[src/rtl/message_scroller_pkg.sv]
// message_scroller_pkg: constants and types shared by the scroller, its timer
// and neighbouring display blocks (FSM, LED decoder).
//   MSG_LEN_DEF  default message buffer depth (characters)
//   DIGITS       number of display digits driven from the window
//   CHAR_W       width of one character code
//   scroll_state_e  SCROLL / PAUSED run state
//   RESET_MSG    power-on message, nibble i holds character code i
package message_scroller_pkg;

    localparam int unsigned MSG_LEN_DEF = 16;
    localparam int unsigned DIGITS      = 4;
    localparam int unsigned CHAR_W      = 4;

    typedef logic [CHAR_W-1:0] char_t;

    typedef enum logic {
        SCROLL = 1'b0,
        PAUSED = 1'b1
    } scroll_state_e;

    // Identity message: character i reads back as code i.
    localparam logic [16*CHAR_W-1:0] RESET_MSG = 64'hFEDC_BA98_7654_3210;

endpackage

[src/rtl/message_scroller_if.sv]
// message_scroller_if: single-character write port into the message buffer.
//   wr_valid  write request
//   wr_addr   buffer index, log2(MSG_LEN) bits
//   wr_data   character code
//   wr_ready  write accepted this cycle
// master = writer, slave = message_scroller.
interface message_scroller_if
    import message_scroller_pkg::*;
#(
    parameter int unsigned MSG_LEN = MSG_LEN_DEF
);
    localparam int unsigned AW = $clog2(MSG_LEN);

    logic          wr_valid;
    logic [AW-1:0] wr_addr;
    char_t         wr_data;
    logic          wr_ready;

    modport master (output wr_valid, output wr_addr, output wr_data, input wr_ready);
    modport slave  (input wr_valid, input wr_addr, input wr_data, output wr_ready);

endinterface

[src/rtl/message_scroller_scroll_timer.sv]
// scroll_timer: free-running step counter with pause/restart control.
//   clk, reset  clock and synchronous active-high reset
//   pause       level; freezes the count while high
//   restart     pulse; clears the count on the next edge
//   step        one-cycle pulse when a scroll step is committed
module scroll_timer
    import message_scroller_pkg::*;
#(
    parameter int unsigned SCROLL_CYCLES = 50000000
) (
    input  logic clk,
    input  logic reset,
    input  logic pause,
    input  logic restart,
    output logic step
);

    localparam int unsigned CW = $clog2(SCROLL_CYCLES);
    localparam logic [CW-1:0] CNT_LAST = CW'(SCROLL_CYCLES - 1);

    logic [CW-1:0] cnt_q, cnt_d;
    scroll_state_e state_q, state_d;

    // Next count/state. step depends on the live pause/restart inputs so that
    // a pause or restart in the terminal cycle suppresses the step itself.
    // At terminal count with pause high the count holds so no step is lost.
    always_comb begin
        cnt_d   = cnt_q;
        state_d = pause ? PAUSED : SCROLL;
        step    = 1'b0;
        if (restart) begin
            cnt_d = '0;
        end else if (state_q == SCROLL) begin
            if (cnt_q != CNT_LAST) begin
                cnt_d = cnt_q + CW'(1);
            end else if (!pause) begin
                cnt_d = '0;
                step  = !reset;
            end
        end
    end

    // Count and run-state registers.
    always_ff @(posedge clk) begin
        if (reset) begin
            cnt_q   <= '0;
            state_q <= SCROLL;
        end else begin
            cnt_q   <= cnt_d;
            state_q <= state_d;
        end
    end

endmodule

[src/rtl/message_scroller.sv]
// message_scroller: scrolling 4-digit window over a writable message buffer.
//   clk, reset        clock and synchronous active-high reset
//   pause, restart    scroll control (see scroll_timer)
//   wr                buffer write port (slave side)
//   char3..char0      registered window characters, leftmost first
//   step              pulse in the cycle a scroll step is committed
module message_scroller
    import message_scroller_pkg::*;
#(
    parameter int unsigned MSG_LEN       = MSG_LEN_DEF,
    parameter int unsigned SCROLL_CYCLES = 50000000
) (
    input  logic                  clk,
    input  logic                  reset,
    input  logic                  pause,
    input  logic                  restart,
    message_scroller_if.slave     wr,
    output char_t                 char3,
    output char_t                 char2,
    output char_t                 char1,
    output char_t                 char0,
    output logic                  step
);

    localparam int unsigned AW = $clog2(MSG_LEN);

    char_t         mem_q [MSG_LEN];
    logic [AW-1:0] ptr_q, ptr_d;
    logic [AW-1:0] win_idx [DIGITS];

    // Writes are refused only while reset is asserted.
    assign wr.wr_ready = !reset;

    scroll_timer #(
        .SCROLL_CYCLES (SCROLL_CYCLES)
    ) u_timer (
        .clk     (clk),
        .reset   (reset),
        .pause   (pause),
        .restart (restart),
        .step    (step)
    );

    // Window pointer; step is already suppressed by restart inside the timer.
    always_comb begin
        ptr_d = ptr_q;
        if (restart) begin
            ptr_d = '0;
        end else if (step) begin
            ptr_d = ptr_q + AW'(1);
        end
    end

    // Window indices wrap naturally because MSG_LEN is a power of two.
    always_comb begin
        for (int unsigned k = 0; k < DIGITS; k++) begin
            win_idx[k] = ptr_q + AW'(k);
        end
    end

    // Buffer, pointer and output registers.
    always_ff @(posedge clk) begin
        if (reset) begin
            ptr_q <= '0;
            for (int unsigned i = 0; i < MSG_LEN; i++) begin
                mem_q[i] <= RESET_MSG[i*CHAR_W +: CHAR_W];
            end
            char3 <= char_t'(0);
            char2 <= char_t'(1);
            char1 <= char_t'(2);
            char0 <= char_t'(3);
        end else begin
            ptr_q <= ptr_d;
            if (wr.wr_valid && wr.wr_ready) begin
                mem_q[wr.wr_addr] <= wr.wr_data;
            end
            char3 <= mem_q[win_idx[0]];
            char2 <= mem_q[win_idx[1]];
            char1 <= mem_q[win_idx[2]];
            char0 <= mem_q[win_idx[3]];
        end
    end

endmodule

[src/flat_wrapper.sv]
// flat-port wrapper written by rule: the top's interface ports become plain ports
module message_scroller_flat import message_scroller_pkg::*;
#(
    parameter int unsigned MSG_LEN       = MSG_LEN_DEF,
    parameter int unsigned SCROLL_CYCLES = 50000000
)
  (clk, reset, pause, restart, char3, char2, char1, char0, step, wr_wr_valid, wr_wr_addr, wr_wr_data, wr_wr_ready);
  message_scroller_if #(.MSG_LEN(MSG_LEN)) wr_i ();
  input  logic clk;
  input  logic reset;
  input  logic pause;
  input  logic restart;
  output char_t char3;
  output char_t char2;
  output char_t char1;
  output char_t char0;
  output logic step;
  input wire logic [$bits(wr_i.wr_valid)-1:0] wr_wr_valid;
  input wire logic [$bits(wr_i.wr_addr)-1:0] wr_wr_addr;
  input wire logic [$bits(wr_i.wr_data)-1:0] wr_wr_data;
  output wire logic [$bits(wr_i.wr_ready)-1:0] wr_wr_ready;
  assign wr_i.wr_valid = wr_wr_valid;
  assign wr_i.wr_addr = wr_wr_addr;
  assign wr_i.wr_data = wr_wr_data;
  assign wr_wr_ready = wr_i.wr_ready;
  message_scroller #(.MSG_LEN(MSG_LEN), .SCROLL_CYCLES(SCROLL_CYCLES)) u_core (.clk(clk), .reset(reset), .pause(pause), .restart(restart), .wr(wr_i), .char3(char3), .char2(char2), .char1(char1), .char0(char0), .step(step));
endmodule
[config.mk]
export PLATFORM = sky130hd
export DESIGN_NAME = message_scroller_flat
export DESIGN_NICKNAME = d
export VERILOG_FILES = /design/src/rtl/message_scroller_pkg.sv /design/src/rtl/message_scroller_if.sv /design/src/rtl/message_scroller_scroll_timer.sv /design/src/rtl/message_scroller.sv /design/src/flat_wrapper.sv
export SDC_FILE = /design/constraint.sdc
export NUM_CORES = 1
export LEC_CHECK = 0
export BUFFER_PORTS_ARGS = -buffer_cell sky130_fd_sc_hd__buf_2
export CORE_UTILIZATION = 45
export DETAILED_ROUTE_END_ITERATION = 8
export SLEW_MARGIN = 20
export SYNTH_ARGS = -nofsm -noshare
export SYNTH_HDL_FRONTEND = slang
export SYNTH_SLANG_ARGS = --single-unit
[constraint.sdc]
create_clock -name clk -period 4.1 [get_ports clk]
set_input_delay 0 -clock clk [delete_from_list [all_inputs] [get_ports clk]]
set_output_delay 0 -clock clk [all_outputs]
set_load 0.1 [all_outputs]
== After elaboration in Yosys (flattened, before gate mapping) ==
Memories as Yosys holds them, arrays and structs flattened. A register that Yosys moved wholly into a read port is not among the register bits.
Index checks and enable logic that the tools add are counted.
Storage, ports and cells
  register bits after elaboration: 31
  memory bits (writable): 64
  input port bits: 13
  word-level logic and storage cells: 31
  memories kept: 1
Operators by class
  $add $sub $neg: 4
  equal/unequal tests: 2
  muxes and demuxes: 15
  bitwise gates (word level): 1
  reductions and logical operators: 5
Memories
  u_core.mem_q: words 16, bits a word 4, read ports 4, clocked after Yosys merged registers in 4, wr ports 16, line message_scroller.sv:27  | char_t mem_q [MSG_LEN];
Operators by type and width (count)
  $mux 26: 2
  $add 26x1->26 const B: 1
  $ne 26x26->1 const B: 1
  $mux 1: 11
  $add 4x2->4 const B: 2
  $mux 4: 2
  $add 4x1->4 const B: 1
  $reduce_or 4->1: 1
  $ne 2x1->1 const B: 1
  $reduce_and 2->1: 1
  $reduce_or 2->1: 1
  $logic_and 1x1->1: 1
  $logic_not 1->1: 1
  $not 1->1: 1

== Longest topological paths before layout ==
Gate-level depths: netlist (run 1).
  depth after elaboration: 7
  depth in mapped cells: 12
  mapped depth without buffers: 6

== By module ==
A second synthesis (run 1) with hierarchy kept.
Second synthesis, totals
  cell total of the unflattened synthesis: 613
  area, all modules: 7049.3 µm²
Modules (own cells, without submodules)
  message_scroller: times used 1, cells each 438, area an instance 5502.8 µm²
  scroll_timer: times used 1, cells each 175, area an instance 1546.5 µm²

== Worst setup path before layout (run 1) ==
No wires, ideal clock.
  kind: flip-flop to flip-flop
  start: register u_core.ptr_q[0]
  end: register u_core.char2[0], read port of u_core.mem_q
  library setup time: 0.123 ns
  arrival time: 2.714 ns
  slack: 1.262 ns
  cell stages (with the launch flop): 11
  period minus slack after synthesis: 2.838 ns
  path through: dfxtp_1 -> clkbuf_1 -> buf_6 -> buf_6 -> buf_4 -> inv_1 -> ha_1 -> buf_2 -> mux4_2 -> mux4_2 -> or2_2
RTL lines
  start: declaration: line message_scroller.sv:28  | logic [AW-1:0] ptr_q, ptr_d;
  start signal: assignment: line message_scroller.sv:73  | ptr_q <= ptr_d;
  end: declaration: line message_scroller.sv:19  | output char_t char2,

==> impl_metrics.tcl, run 1 <==
set metrics [dict create \
    fin_tns_setup_ns 0 \
    io_buffer_count 30 \
    synth.distinct_cells 53 \
    regArea_um2 2870 \
    cp-end-kind "flip-flop" \
    synthArstFlopShare 0 \
    dr.pass1.iters 5 \
    muxShareOfSynthArea 0.260 \
    route.detailed.drc 0 \
    path_clk_slew_ns 0.08 \
    avgSynthCellArea_um2 12.6 \
    synthAdderAreaFrac 0.00937 \
    multi_input_area_um2 3610 \
    period_needed_ns 2.71 \
    power_density_nw_per_um2 330 \
    numCtsBuffers 9 \
    area_delta_synth_final_pct 8.19 \
    critPathKind "reg -> reg" \
    finalWirelength_mm 15.9 \
    globalplace.congestion 0.875 \
    synth_top_family_by_area "multiplexers" \
    setup-violations-final 0 \
    post-place-ws_ns 1.27 \
    synth_edf_count 64 \
    synth-seq-cells 111 \
    dp_hpwl_mm 11.6 \
    hold_path.class "in -> reg" \
    power_frac_clock 0.364 \
    grt.total_usage 0.222 \
    synth_flop_cell "edfxtp_1" \
    startpoint_type "flip-flop" \
    rsz0062_at_grt "false" \
    crit_top_cell "mux4_2" \
    mostFrequentLayoutCells "75 x mux4_2, 64 x edfxtp_1, 46 x dfxtp_1, 45 x and2_1, 34 x nor2_1" \
    wire_per_inst_um 21.8 \
    grt_antenna_before_repair 0 \
    drive_above_1_share 0.273 \
    critPathMaxFanout 20 \
    ios 31 \
    vias 4613 \
    die_width_um 124 \
    max_clock_freq_mhz 368 \
    synth_xor_area_frac 0.0223 \
    post_cts_buffers 0 \
    cts_tree "built" \
    synth_compound_area_frac 0.0607 \
    cpMaxStageDelayCell "ha_1" \
    slew_violations 0 \
    drt_iter0_markers 414 \
    crit_required_ns 4.35 \
    die_area_um2 15300 \
    final_common_cell "mux4_2" \
    clock_path_buffers 2 \
    slew_headroom 0.316 \
    fin_crit_sh 0.662 \
    syn-instance-count 530 \
    grt_max_degree 67 \
    pwr-share-seq 0.536 \
    yosysWarnings 0 \
    floorplan.initialDensity 0.460 \
    hold_viol 0 \
    die_h_um 124 \
    power.leakage_nw 2.26 \
    ant_nets 0 \
    setup_slack_ns 1.39 \
    fill_cells 1268 \
    hold_ws_ns 0.0794 \
    irDropWorstVdd_uv 204 \
    grt_remaining_overflow 0 \
    worst_pin_slew_ns 1.02 \
    antennaDiodeCount 0 \
    syn_area_um2 6680 \
    comb_power_share 0.099 \
    arrival_ns 2.96 \
    numClockSinks 111 \
    slowest_delay_ns 0.69 \
    synth_seq_area_share 0.429 \
    rows 44 \
    h-tree-depth 3 \
    skew_ns 0.0108 \
    path_cells "inv_1 -> ha_1 -> buf_4 -> mux4_2 -> mux4_2 -> or2_1" \
    synthSimpleGateAreaFrac 0.186 \
    grt_pass1_vias 4303 \
    viasPerCell 6.33 \
    root_buffer "clkbuf_16" \
    cts_resized 0 \
    grt_pass1_wl_mm 24.6 \
    max_cap_viol_count 0 \
    outcome "finished, final reports clean" \
    core_area_um2 14500 \
    p_int_mw 1.74 \
    synth_nets 548 \
    clk_latency_ns 0.36 \
    switchingPower_mw 0.647 \
    finalNetCount 558 \
    switching_share 0.271 \
]
[worst max-delay path, delay by kind of cell (launching register included)]
family	cells	cell delay (ns)
simple gates	1	0.21
buf+inv	2	0.48
mux	2	0.85
flops	1	0.36
fa+ha+maj	1	0.69
[state kept, by name (all words and copies together), names as in the netlist]
register / count
u_core.char1: 4
u_core.ptr_q: 4
u_core.mem_q: 64
u_core.char3: 4
u_core.u_timer.cnt_q: 26
u_core.u_timer.state_q: 1
u_core.char2: 4
u_core.char0: 4
[final timing paths]
check                           from                 endpoint  depth (start not counted)  slack, ns
min                    wr_wr_addr[1]      u_core.mem_q[12][3]                          3       0.08
max reg2reg          u_core.ptr_q[0]          u_core.char0[1]                          6       1.39
min reg2reg  u_core.u_timer.cnt_q[5]  u_core.u_timer.cnt_q[5]                          1       0.49
max                  u_core.ptr_q[0]          u_core.char0[1]                          6       1.39
[area by class of cell]
cell class              instances  area share
clock buffers                   9      0.0312
clock inverters                 7     0.00970
inverters                       6     0.00312
multi-input cells             376       0.499
flip-flops and latches        111       0.397
well taps                     184      0.0319
repair buffers                 36      0.0282
[cell usage after synthesis, types with 2 or more instances]
library cell	n	area share
a21oi_1	19	0.014
o21ai_0	26	0.019
and3_1	4	0.0037
nand4b_1	2	0.0026
xor2_1	8	0.010
or3_1	29	0.027
nand2_1	21	0.012
inv_1	6	0.0034
a211oi_1	10	0.011
buf_6	4	0.0067
buf_2	8	0.0060
buf_4	4	0.0045
or2_1	3	0.0028
nand4_1	6	0.0056
or2_2	9	0.0084
mux4_2	75	0.25
nand2b_1	5	0.0047
xnor2_1	9	0.012
o211ai_1	2	0.0022
mux2i_1	5	0.0075
a31oi_1	3	0.0028
dfxtp_1	47	0.14
and4_1	2	0.0026
nor2_4	2	0.0034
nor3_1	10	0.0075
and2_1	45	0.042
ha_1	5	0.0094
nand3b_1	4	0.0045
clkbuf_1	20	0.011
edfxtp_1	64	0.29
nor2b_1	6	0.0056
nand3_1	13	0.0097
nor2_1	34	0.019
[cell families after synthesis]
logic type,after synthesis
simple gates,208
flops,111
mux,80
compound gates,66
buf+inv,43
xor+xnor,17
fa+ha+maj,5
[per-stage QoR]
step / power (mW) / util / area (um2) / cells
after global placement: 1.53 / 0.475 / 6900 / 711
after floorplan: 1.46 / - / 6680 / 530
final: 2.39 / 0.497 / 7230 / 729
after detailed placement: 1.54 / 0.475 / 6900 / 711
after CTS: 2.40 / 0.496 / 7220 / 729
after global routing: 2.46 / 0.497 / 7230 / 729
[metal layers]
layer  part of all wire  global-route usage
met3              0.076              0.0540
met1               0.46               0.334
met5                  0                   0
met4              0.024              0.0738
met2               0.44               0.313
[power by group through the flow]
| stage | Sequential (mW) | Combinational [mW] | Clock (mW) |
|---|---|---|---|
| floorplan | 1.34 | 0.118 | 0 |
| global placement | 1.30 | 0.235 | 0 |
| detailed placement | 1.30 | 0.236 | 0 |
| CTS | 1.28 | 0.238 | 0.884 |
| global route | 1.29 | 0.249 | 0.922 |
| finish | 1.28 | 0.237 | 0.869 |
[timing repair]
| action | in CTS | in global routing |
|---|---|---|
| endpoints found under the setup margin | 0 | 0 |
| hold buffers | 2 | 0 |
| endpoints found under the hold margin | 3 | 0 |
Power figures use the tool's default switching activity.
==> inputs of run 2 (changes only) <==
==> constraint.sdc (replaced) <==
create_clock -name clk -period 2.2 [get_ports clk]
set_input_delay 0 -clock clk [delete_from_list [all_inputs] [get_ports clk]]
set_output_delay 0 -clock clk [all_outputs]
set_load 0.1 [all_outputs]
==> run 2 against run 1 <==
  * Flip-flop and latch count unchanged
  * Count of clock-buffer cells in the layout unchanged
  * First-iteration DRC count down 4.8%
  * Sequential power up 87%
  * Hold slack worse by 0.059 ns
  * Via count up 3.4%
  * Routed wire length up 7.2%
  * Clock power up 84%
  * Combinational power up 92%
==> impl_metrics.tcl, run 2 (synthesis results as in run 1) <==
set metrics [dict create \
    outcome "finished, final reports clean" \
    drive_above_1_share 0.323 \
    hold_viol 0 \
    final_common_cell "mux4_2" \
    rows 44 \
    path_clk_slew_ns 0.08 \
    top_register "u_core.mem_q" \
    power_density_nw_per_um2 589 \
    die_width_um 124 \
    grt_remaining_overflow 0 \
    antennaDiodeCount 0 \
    rsz0062_at_grt "true" \
    wire_per_inst_um 22.4 \
    worstReg2RegEnd "u_core.char2[2]" \
    vias 4771 \
    hold_start "restart" \
    largest_reg_flops 64 \
    route.detailed.drc 0 \
    clk_latency_ns 0.36 \
    post_dp_cell_area_um2 7160 \
    skew_ns 0.00832 \
    grt_max_degree 33 \
    power.leakage_nw 2.45 \
    numCtsBuffers 9 \
    grt_antenna_before_repair 0 \
    cts_tree "built" \
    ios 31 \
    grt_pass1_wl_mm 26.1 \
    crit_required_ns 2.45 \
    irDropWorstVdd_uv 453 \
    hold_path.class "in -> reg" \
    floorplan.initialDensity 0.460 \
    critPathKind "reg -> reg" \
    ff2ff_path_depth 8 \
    cp-end-kind "flip-flop" \
    top_regs "u_core.mem_q: 64 flops, u_core.u_timer.cnt_q: 26 flops" \
    drt_iter0_markers 394 \
    globalplace.congestion 0.948 \
    viasPerCell 6.28 \
    critPathMaxFanout 10 \
    core_area_um2 14500 \
    die_area_um2 15300 \
    clock_path_buffers 2 \
    max_cap_viol_count 0 \
    fin_crit_sh 0.973 \
    hold_ws_ns 0.0206 \
    slew_headroom 0.580 \
    grt.total_usage 0.237 \
    fin_area_um2 7540 \
    die_h_um 124 \
    finalWirelength_mm 17.0 \
    io_buffer_count 30 \
    arrival_ns 2.39 \
    slew_violations 0 \
    setup-violations-final 0 \
    ff2ff_setup_slack_ns 0.06 \
    startpoint_type "flip-flop" \
    dr.pass1.iters 5 \
    dp_hpwl_mm 12.6 \
    grt_pass1_vias 4541 \
    max_clock_freq_mhz 467 \
    worst_setup_path_startpoint "u_core.ptr_q[0]" \
    period_needed_ns 2.14 \
    h-tree-depth 3 \
    area_delta_synth_final_pct 12.9 \
    mostFrequentLayoutCells "75 x mux4_2, 64 x edfxtp_1, 46 x dfxtp_1, 45 x and2_1, 33 x nor2_1" \
    ant_nets 0 \
    finalNetCount 590 \
    numClockSinks 111 \
    rr_startpoint "u_core.ptr_q[0]" \
    worst_pin_slew_ns 0.624 \
    endpoint "u_core.char2[2]" \
    root_buffer "clkbuf_16" \
]
-- run 2: repair_timing --
item | 4_1_cts | 5_1_grt
endpoints found under the hold margin | 1 | 0
endpoints found under the setup margin | 1 | 13
buffers inserted | 1 | 3
hold buffers | 1 | 0
pin swaps | 1 | 2
resized for setup | 1 | 8
gates cloned | 0 | 1
-- run 2: worst min path at each step --
stage | endpoint | slack [ns] | cells after the start
global route | u_core.u_timer.cnt_q[5] | 0.06 | 4
finish | u_core.u_timer.cnt_q[5] | 0.02 | 4
floorplan | u_core.u_timer.state_q | 0.17 | 2
global placement | u_core.u_timer.state_q | 0.33 | 3
CTS | u_core.u_timer.cnt_q[5] | 0.006 | 4
detailed placement | u_core.u_timer.state_q | 0.34 | 3
-- run 2: power by group --
group	internal [mW]	switching [mW]	total, mW
clock	0.785	0.817	1.60
combinational	0.163	0.291	0.454
sequential	2.28	0.108	2.39
-- run 2: area by class of cell --
class | instances | area (um2)
well taps | 184 | 230
clock buffers | 9 | 225
repair buffers | 68 | 509
clock inverters | 6 | 51.3
flip-flops and latches | 111 | 2870
inverters | 6 | 25.0
fillers | 1276 | 6990
multi-input cells | 376 | 3640
-- run 2: routing by layer --
layer	GRT usage	vias up	wire [um]
met5	0	-	0
met4	0.0873	0	549
met3	0.0632	33	1600
met2	0.340	238	7390
met1	0.344	2368	7450
li1	-	2132	-
-- run 2: metrics by stage --
step / TNS [ns] / worst slack [ns] / power [mW] / cells / utilization
floorplan: -2.12 / -0.327 / 2.72 / 530 / -
detailed placement: 0 / 0.0303 / 2.88 / 739 / 0.492
global placement: 0 / 0.0820 / 2.87 / 739 / 0.492
global route: -0.0315 / -0.0183 / 4.58 / 760 / 0.519
finish: 0 / 0.0605 / 4.45 / 760 / 0.519
CTS: 0 / 0.0323 / 4.46 / 756 / 0.513
-- run 2: worst max-delay path, stage by stage, from the launching register on --
cell,delay [ns]
dfxtp_4,0.41
inv_4,0.05
ha_4,0.36
buf_4,0.17
mux4_2,0.49
nor2b_1,0.15
a211oi_2,0.21
buf_4,0.15
a211oi_1,0.04
==> inputs of run 3 (changes only) <==
==> constraint.sdc (replaced) <==
create_clock -name clk -period 2.4 [get_ports clk]
set_input_delay 0 -clock clk [delete_from_list [all_inputs] [get_ports clk]]
set_output_delay 0 -clock clk [all_outputs]
set_load 0.1 [all_outputs]
==> run 3 against run 2 <==
  * Critical path type is now reg -> out
  * Core utilization shrank 0.47 points
  * Largest power group unchanged
  * Sequential share of layout area up 0.35 points
  * Non-clock buffer count fell by 6
  * First-iteration DRC count grew 37%
  * Largest cell class unchanged
  * Register-to-register slack better by 0.12 ns
  * Clock power barely moved
  * Combinational power is 9.3% lower
==> impl_metrics.tcl, run 3 (synthesis results as in run 1) <==
set metrics [dict create \
    outcome "finished, final reports clean" \
    ant_nets 0 \
    grt_max_degree 68 \
    irDropWorstVdd_uv 377 \
    holdPathStages 4 \
    cpMaxStageDelayCell "dfxtp_1" \
    power_density_nw_per_um2 562 \
    slowest_delay_ns 0.46 \
    path_clk_slew_ns 0.07 \
    critPathBufInv 1 \
    top_register "u_core.mem_q" \
    path_cells "nand4_2 -> nand4bb_4 -> nor3_4 -> nand2_2 -> nor2_2 -> clkbuf_4" \
    startpoint_type "flip-flop" \
    dr.pass1.iters 5 \
    cts_tree "built" \
    clock_path_buffers 2 \
    slew_violations 0 \
    final_common_cell "mux4_2" \
    cp-end-kind "output port" \
    dp.cells 727 \
    vias 4763 \
    slew_headroom 0.562 \
    grt_antenna_before_repair 0 \
    die_area_um2 15300 \
    max_cap_viol_count 0 \
    skew_ns 0.0149 \
    globalplace.congestion 0.865 \
    h-tree-depth 3 \
    fill_cells 1291 \
    ff2ff_path_depth 8 \
    viasPerCell 6.32 \
    finalWirelength_mm 16.7 \
    floorplan.initialDensity 0.460 \
    largest_reg_flops 64 \
    grt.total_usage 0.231 \
    setup-violations-final 0 \
    power.leakage_nw 2.41 \
    rsz0062_at_grt "false" \
    fin_tns_setup_ns 0 \
    die_width_um 124 \
    die_h_um 124 \
    hold_path.class "in -> reg" \
    route.detailed.drc 0 \
    path_delay_family "simple AND/OR/NAND/NOR gates" \
    numClockSinks 111 \
    worst_pin_slew_ns 0.651 \
    finalNetCount 584 \
    drt_iter0_markers 538 \
    arrival_ns 2.22 \
    grt_remaining_overflow 0 \
    numCtsBuffers 9 \
    mostFrequentLayoutCells "75 x mux4_2, 64 x edfxtp_1, 46 x dfxtp_1, 45 x and2_1, 33 x nor2_1" \
    period_needed_ns 2.22 \
    area_delta_synth_final_pct 11.9 \
    antennaDiodeCount 0 \
    rows 44 \
    grt_pass1_vias 4417 \
    path_depth 6 \
    root_buffer "clkbuf_16" \
    hold_viol 0 \
    fin_crit_sh 0.926 \
    ios 31 \
    core_area_um2 14500 \
    clk_latency_ns 0.36 \
    dp_hpwl_mm 12.2 \
    io_buffer_count 30 \
    top_regs "u_core.mem_q: 64 flops, u_core.u_timer.cnt_q: 26 flops" \
    grt_pass1_wl_mm 25.7 \
    critPathMaxFanout 8 \
    critPathKind "reg -> out" \
    crit_required_ns 2.40 \
    drive_above_1_share 0.309 \
    wire_per_inst_um 22.2 \
    final_cells 754 \
    max_clock_freq_mhz 450 \
]
[run 3: worst reg2reg max path, stage by stage (launching register included)]
cell,delay [ns]
dfxtp_1,0.38
inv_1,0.10
ha_4,0.32
buf_4,0.21
mux4_2,0.50
nor2b_1,0.14
a211oi_1,0.21
a211oi_1,0.11
buf_4,0.15
[run 3: timing repair]
item,in CTS,in global routing
endpoints found under the hold margin,1,0
buffers inserted,0,10
endpoints found under the setup margin,0,3
gates resized for setup,0,1
hold buffers,2,0
[run 3: path summary, 6_finish.rpt]
kind	startpoint	to	slack, ns
worst min register to register	u_core.u_timer.cnt_q[5]	u_core.u_timer.cnt_q[5]	0.50
worst min-delay path	pause	u_core.ptr_q[1]	0.007
worst max register to register	u_core.ptr_q[1]	u_core.char2[1]	0.18
worst max-delay path	u_core.u_timer.cnt_q[20]	step	0.18
[run 3: layer usage]
layer	global-route usage	part of all wire
met2	0.329	0.44
met4	0.0715	0.020
met5	0	0
met1	0.348	0.44
met3	0.0531	0.095
[run 3: where the power goes]
group	switching [mW]	internal, mW
clock	0.758	0.837
combinational	0.264	0.148
sequential	0.102	2.09
total	1.12	3.08
[run 3: area by class of cell]
class | count | area (um2) | share of cell area
well taps | 184 | 230 | 0.0308
multi-input cells | 376 | 3620 | 0.484
flip-flops and latches | 111 | 2870 | 0.383
clock buffers | 9 | 225 | 0.0301
clock inverters | 6 | 86.3 | 0.0116
repair buffers | 62 | 423 | 0.0566
inverters | 6 | 25.0 | 0.00335
[run 3: metrics by stage]
step / hold WS, ns / power, mW / setup slack, ns / utilization / area, um2
floorplan: 0.166 / 2.49 / -0.127 / - / 6740
global placement: 0.326 / 2.63 / 0.107 / 0.486 / 7070
detailed placement: 0.349 / 2.64 / 0.0504 / 0.486 / 7070
CTS: 0.00413 / 4.21 / 0.0430 / 0.509 / 7400
global route: 0.0287 / 4.32 / 0.0243 / 0.514 / 7470
finish: 0.00660 / 4.20 / 0.178 / 0.514 / 7470
